### src/rtl/sr_digit_shift_seq_if.sv
// Control/data bundle for the sequential digit shifter.
// The master side drives the request; the slave side is the shifter itself.
interface sr_digit_shift_seq_if #(
   parameter int unsigned WIDTH = 64,
   parameter int unsigned CNT_W = 6
);
   logic [WIDTH-1:0] data_in;
   logic             load;
   logic             start;
   logic             dir;
   logic [1:0]       mode;
   logic [CNT_W-1:0] count;
   logic [WIDTH-1:0] data_out;
   logic             busy;
   logic             done;
   logic             zero;

   modport master (
      output data_in, load, start, dir, mode, count,
      input  data_out, busy, done, zero
   );

   modport slave (
      input  data_in, load, start, dir, mode, count,
      output data_out, busy, done, zero
   );
endinterface

### src/rtl/sr_digit_shift_seq.sv
// Parametrised sequential digit shifter: rotate / logical / arithmetic,
// one DIGIT per clock for a latched step count, with start/busy/done handshake.
module sr_digit_shift_seq #(
   parameter int unsigned WIDTH = 64,
   parameter int unsigned DIGIT = 4,
   parameter int unsigned CNT_W = 6
) (
   input  logic                 CLK,
   input  logic                 RST,
   sr_digit_shift_seq_if.slave  bus_io
);

   typedef enum logic [1:0] {StIdle, StShift, StDone} state_e;

   state_e           state_q, state_d;
   logic [WIDTH-1:0] data_q, data_d;
   logic [CNT_W-1:0] cnt_q, cnt_d;
   logic             dir_q, dir_d;
   logic [1:0]       mode_q, mode_d;
   logic [WIDTH-1:0] step_val;

   // One DIGIT step of the latched operation; arithmetic left equals logical left.
   always_comb begin
      step_val = data_q;
      if (!dir_q) begin
         if (mode_q == 2'b01 || mode_q == 2'b10) begin
            step_val = {data_q[WIDTH-DIGIT-1:0], {DIGIT{1'b0}}};
         end else begin
            step_val = {data_q[WIDTH-DIGIT-1:0], data_q[WIDTH-1:WIDTH-DIGIT]};
         end
      end else begin
         case (mode_q)
            2'b01:   step_val = {{DIGIT{1'b0}}, data_q[WIDTH-1:DIGIT]};
            2'b10:   step_val = {{DIGIT{data_q[WIDTH-1]}}, data_q[WIDTH-1:DIGIT]};
            default: step_val = {data_q[DIGIT-1:0], data_q[WIDTH-1:DIGIT]};
         endcase
      end
   end

   always_comb begin
      state_d = state_q;
      data_d  = data_q;
      cnt_d   = cnt_q;
      dir_d   = dir_q;
      mode_d  = mode_q;
      case (state_q)
         StIdle: begin
            if (bus_io.load) begin
               data_d = bus_io.data_in;
            end else if (bus_io.start) begin
               if (bus_io.count == '0) begin
                  state_d = StDone;
               end else begin
                  cnt_d   = bus_io.count;
                  dir_d   = bus_io.dir;
                  mode_d  = bus_io.mode;
                  state_d = StShift;
               end
            end
         end
         StShift: begin
            data_d = step_val;
            cnt_d  = cnt_q - CNT_W'(1);
            if (cnt_q == CNT_W'(1)) state_d = StDone;
         end
         StDone:  state_d = StIdle;
         default: state_d = StIdle;
      endcase
   end

   always_ff @(posedge CLK or posedge RST) begin
      if (RST) begin
         state_q <= StIdle;
         data_q  <= '0;
         cnt_q   <= '0;
         dir_q   <= 1'b0;
         mode_q  <= 2'b00;
      end else begin
         state_q <= state_d;
         data_q  <= data_d;
         cnt_q   <= cnt_d;
         dir_q   <= dir_d;
         mode_q  <= mode_d;
      end
   end

   assign bus_io.data_out = data_q;
   assign bus_io.busy     = (state_q == StShift);
   assign bus_io.done     = (state_q == StDone);
   assign bus_io.zero     = (data_q == '0);

endmodule

### src/flat_wrapper.sv
// flat-port wrapper written by rule: the top's interface ports become plain ports
module sr_digit_shift_seq_flat 
#(
   parameter int unsigned WIDTH = 64,
   parameter int unsigned DIGIT = 4,
   parameter int unsigned CNT_W = 6
)
  (CLK, RST, bus_io_data_in, bus_io_load, bus_io_start, bus_io_dir, bus_io_mode, bus_io_count, bus_io_data_out, bus_io_busy, bus_io_done, bus_io_zero);
  sr_digit_shift_seq_if #(.WIDTH(WIDTH), .CNT_W(CNT_W)) bus_io_i ();
  input  logic CLK;
  input  logic RST;
  input wire logic [$bits(bus_io_i.data_in)-1:0] bus_io_data_in;
  input wire logic [$bits(bus_io_i.load)-1:0] bus_io_load;
  input wire logic [$bits(bus_io_i.start)-1:0] bus_io_start;
  input wire logic [$bits(bus_io_i.dir)-1:0] bus_io_dir;
  input wire logic [$bits(bus_io_i.mode)-1:0] bus_io_mode;
  input wire logic [$bits(bus_io_i.count)-1:0] bus_io_count;
  output wire logic [$bits(bus_io_i.data_out)-1:0] bus_io_data_out;
  output wire logic [$bits(bus_io_i.busy)-1:0] bus_io_busy;
  output wire logic [$bits(bus_io_i.done)-1:0] bus_io_done;
  output wire logic [$bits(bus_io_i.zero)-1:0] bus_io_zero;
  assign bus_io_i.data_in = bus_io_data_in;
  assign bus_io_i.load = bus_io_load;
  assign bus_io_i.start = bus_io_start;
  assign bus_io_i.dir = bus_io_dir;
  assign bus_io_i.mode = bus_io_mode;
  assign bus_io_i.count = bus_io_count;
  assign bus_io_data_out = bus_io_i.data_out;
  assign bus_io_busy = bus_io_i.busy;
  assign bus_io_done = bus_io_i.done;
  assign bus_io_zero = bus_io_i.zero;
  sr_digit_shift_seq #(.WIDTH(WIDTH), .DIGIT(DIGIT), .CNT_W(CNT_W)) u_core (.CLK(CLK), .RST(RST), .bus_io(bus_io_i));
endmodule
### config.mk
export PLATFORM = sky130hd
export DESIGN_NAME = sr_digit_shift_seq_flat
export DESIGN_NICKNAME = d
export VERILOG_FILES = /design/src/rtl/sr_digit_shift_seq_if.sv /design/src/rtl/sr_digit_shift_seq.sv /design/src/flat_wrapper.sv
export SDC_FILE = /design/constraint.sdc
export NUM_CORES = 1
export LEC_CHECK = 0
export CORE_ASPECT_RATIO = 1.1
export CORE_UTILIZATION = 50
export CTS_CLUSTER_DIAMETER = 80
export DETAILED_ROUTE_END_ITERATION = 8
export GPL_TIMING_DRIVEN = 0
export PLACE_DENSITY = 0.86
export SLEW_MARGIN = 10
export SYNTH_ARGS = -nofsm -noshare
export SYNTH_HDL_FRONTEND = slang
export SYNTH_SLANG_ARGS = --single-unit
### constraint.sdc
create_clock -name CLK -period 6.7 [get_ports CLK]
set_clock_uncertainty 0.1 [all_clocks]
set_input_delay 1.005 -clock CLK [delete_from_list [all_inputs] [get_ports CLK]]
set_output_delay 1.005 -clock CLK [all_outputs]
set_load 0.01 [all_outputs]
==> flow_metrics.tcl <==
set metrics [dict create \
    fill_cells 612 \
    start_kind "flip-flop" \
    seq_area_mm2 0.00188 \
    peakVddDrop_v 0.000254 \
    crit_cells 4 \
    p_per_area_mw_per_mm2 524 \
    clk_path_buf_depth 2 \
    synth_edf_count 0 \
    start_util_pct 51.9 \
    die_width_um 91.3 \
    max_cap_violations 0 \
    power_w 0.00325 \
    crit_start "u_core.bus_io.data_out[7]" \
    crit_type "flip-flop to output pin" \
    synth.largest_area_cell "dfrtp_1" \
    die-area_mm2 0.00915 \
    cp.arrival_ns 2.32 \
    synth-seq-area-share_pct 42.8 \
    crit_top_cell "nor4_1" \
    portBuffers 142 \
    synth_cells 516 \
    cp_max_fo 5 \
    final-max-slew-violation-count 0 \
    worstSetupEndpoint "bus_io_zero" \
    final_nets 750 \
    syn-num-nets 596 \
    synth_flop_cell "dfrtp_1" \
    r2r_end "u_core.bus_io.data_out[9]" \
    setup_violations 0 \
    path_clk_slew_ns 0.09 \
    hold_violations 0 \
    cts_tree "built" \
    wl_per_cell_um 18.8 \
    async_reset_ff_share_pct 100 \
    cts_root_buf "clkbuf_8" \
    path_delay_family "simple AND/OR/NAND/NOR gates" \
    crit_path_end_kind "output pin" \
    max_slew_margin_pct 59.0 \
    grt_usage_pct 32.8 \
    wl_um 14800 \
    hpwl_um 10800 \
    io_pins 144 \
    area_growth_pct 41.4 \
    synth_top_cell_area_share_pct 42.8 \
    cp_slowest_cell "clkdlybuf4s50_1" \
    yosysMostFrequentCell "dfrtp_1" \
    p_leak_nw 2.58 \
    diodes 0 \
    grt_pass1_vias 4778 \
    crit_chain "nor4_1 -> nand4_1 -> nor4_1 -> clkdlybuf4s50_1" \
    grt_pass1_wl_um 23600 \
    drive_gt1_share_pct 6.81 \
    cts_setup_buffers 0 \
    avgViaCountPerCell 6.16 \
    ys_top_cells_by_count "dfrtp_1, a21oi_1, nand2_1" \
    cts.hold.buffers_added 0 \
    cts_resized 0 \
    numCtsBuffers 9 \
    gp_congestion 0.885 \
    htreeDepth 3 \
    synth_area_mm2 0.00439 \
    critPathMaxStageDelay_ns 0.61 \
    finalCritPeriodShare_pct 51.1 \
    regToRegStartpoint "u_core.state_q[0]" \
    reg2reg_depth 5 \
    max_freq_ghz 0.292 \
    grt_overflow 0 \
    crit_buf_inv 1 \
    dr.pass1.iters 6 \
    grt_start_max_net_pins 53 \
    tightest_slew_ns 0.614 \
    tns_ns 0 \
    drt-initial-drc-count 441 \
    num_rows 35 \
    hold_path.class "flip-flop to flip-flop" \
    syn_area_per_cell_um2 8.50 \
    antenna_found_initial 0 \
    ys_top_cells_by_area "dfrtp_1, mux2i_1, a21oi_1" \
    core_region_area_mm2 0.00845 \
    drc 0 \
    multi_input_area_mm2 0.00231 \
    die_y_um 100 \
    rsz0062_at_grt "false" \
    ys_seq_elements 75 \
    synth.distinct_cells 38 \
    period_minus_slack_ns 3.42 \
    ff2ff_setup_slack_ns 4.65 \
    postRouteAntennaNets 0 \
    ys.warnings.count 0 \
    clock_sinks 75 \
    status "complete, no violations" \
    required_ns 5.59 \
    clk_latency_ns 0.36 \
    vias 4843 \
]
routing by layer:
layer,routed length [um],part of all wire (%),track usage (%)
met1,5570,38,41.2
met4,557,3.8,14.5
met5,0,0,0
met2,7190,49,55.5
met3,1460,9.9,6.29
cells by family after synthesis:
| logic type | share of synthesized area (%) |
|---|---|
| buf+inv | 4.51 |
| xor+xnor | 0.599 |
| fa+ha+maj | 0.856 |
| mux | 14.1 |
| flops | 42.8 |
| compound gates | 19.9 |
| simple gates | 17.3 |
final cells by class:
type | count | area share, %
buffer | 37 | 2.58
multi-input combinational | 394 | 37.3
clock inverter | 5 | 1.37
clock buffer | 11 | 2.28
timing repair buffer | 143 | 23.4
inverter | 10 | 0.645
sequential | 75 | 30.3
tap | 111 | 2.24
stage by stage:
stage	instances	worst slack [ns]	hold WS, ns	util (%)	instance area, um2
detailed placement	770	3.65	0.417	70.7	5980
floorplan	516	3.69	0.382	-	4390
finish	786	3.28	0.453	73.4	6200
global placement	769	2.46	0.401	70.4	5950
global route	786	3.17	0.444	73.4	6200
CTS	786	3.29	0.443	73.4	6200
worst min path at each step:
stage | startpoint | to | slack, ns | depth (start not counted)
2_1_floorplan | u_core.mode_q[0] | u_core.mode_q[0] | 0.38 | 1
3_3_place_gp | u_core.mode_q[0] | u_core.mode_q[0] | 0.40 | 1
3_5_place_dp | u_core.mode_q[0] | u_core.mode_q[0] | 0.42 | 1
4_1_cts | u_core.mode_q[0] | u_core.mode_q[0] | 0.44 | 1
5_1_grt | u_core.mode_q[0] | u_core.mode_q[0] | 0.44 | 1
6_report | u_core.mode_q[0] | u_core.mode_q[0] | 0.45 | 1
placed cells by master (no fill, tap or decap), types with 10 or more instances in the layout:
cell type        count
nor4_1              19
mux2i_1             56
clkbuf_8            10
nand2_1             67
o21ai_1             59
clkbuf_1            17
clkdlybuf4s50_1    142
nor2_1              66
a21oi_1             68
buf_2               17
dfrtp_1             75
power breakdown:
part | switching [W] | leakage [nW] | internal [W]
sequential | 0.000367 | 0.919 | 0.000676
clock | 0.000181 | 0.110 | 0.000222
combinational | 0.000942 | 1.55 | 0.000859
state kept, by name (all words and copies together) (netlist names):
| name | flops |
|---|---|
| u_core.mode_q | 2 |
| u_core.dir_q | 1 |
| u_core.cnt_q | 6 |
| u_core.bus_io.data_out | 64 |
| u_core.state_q | 2 |
No activity file was read; power rests on OpenSTA's default activity.
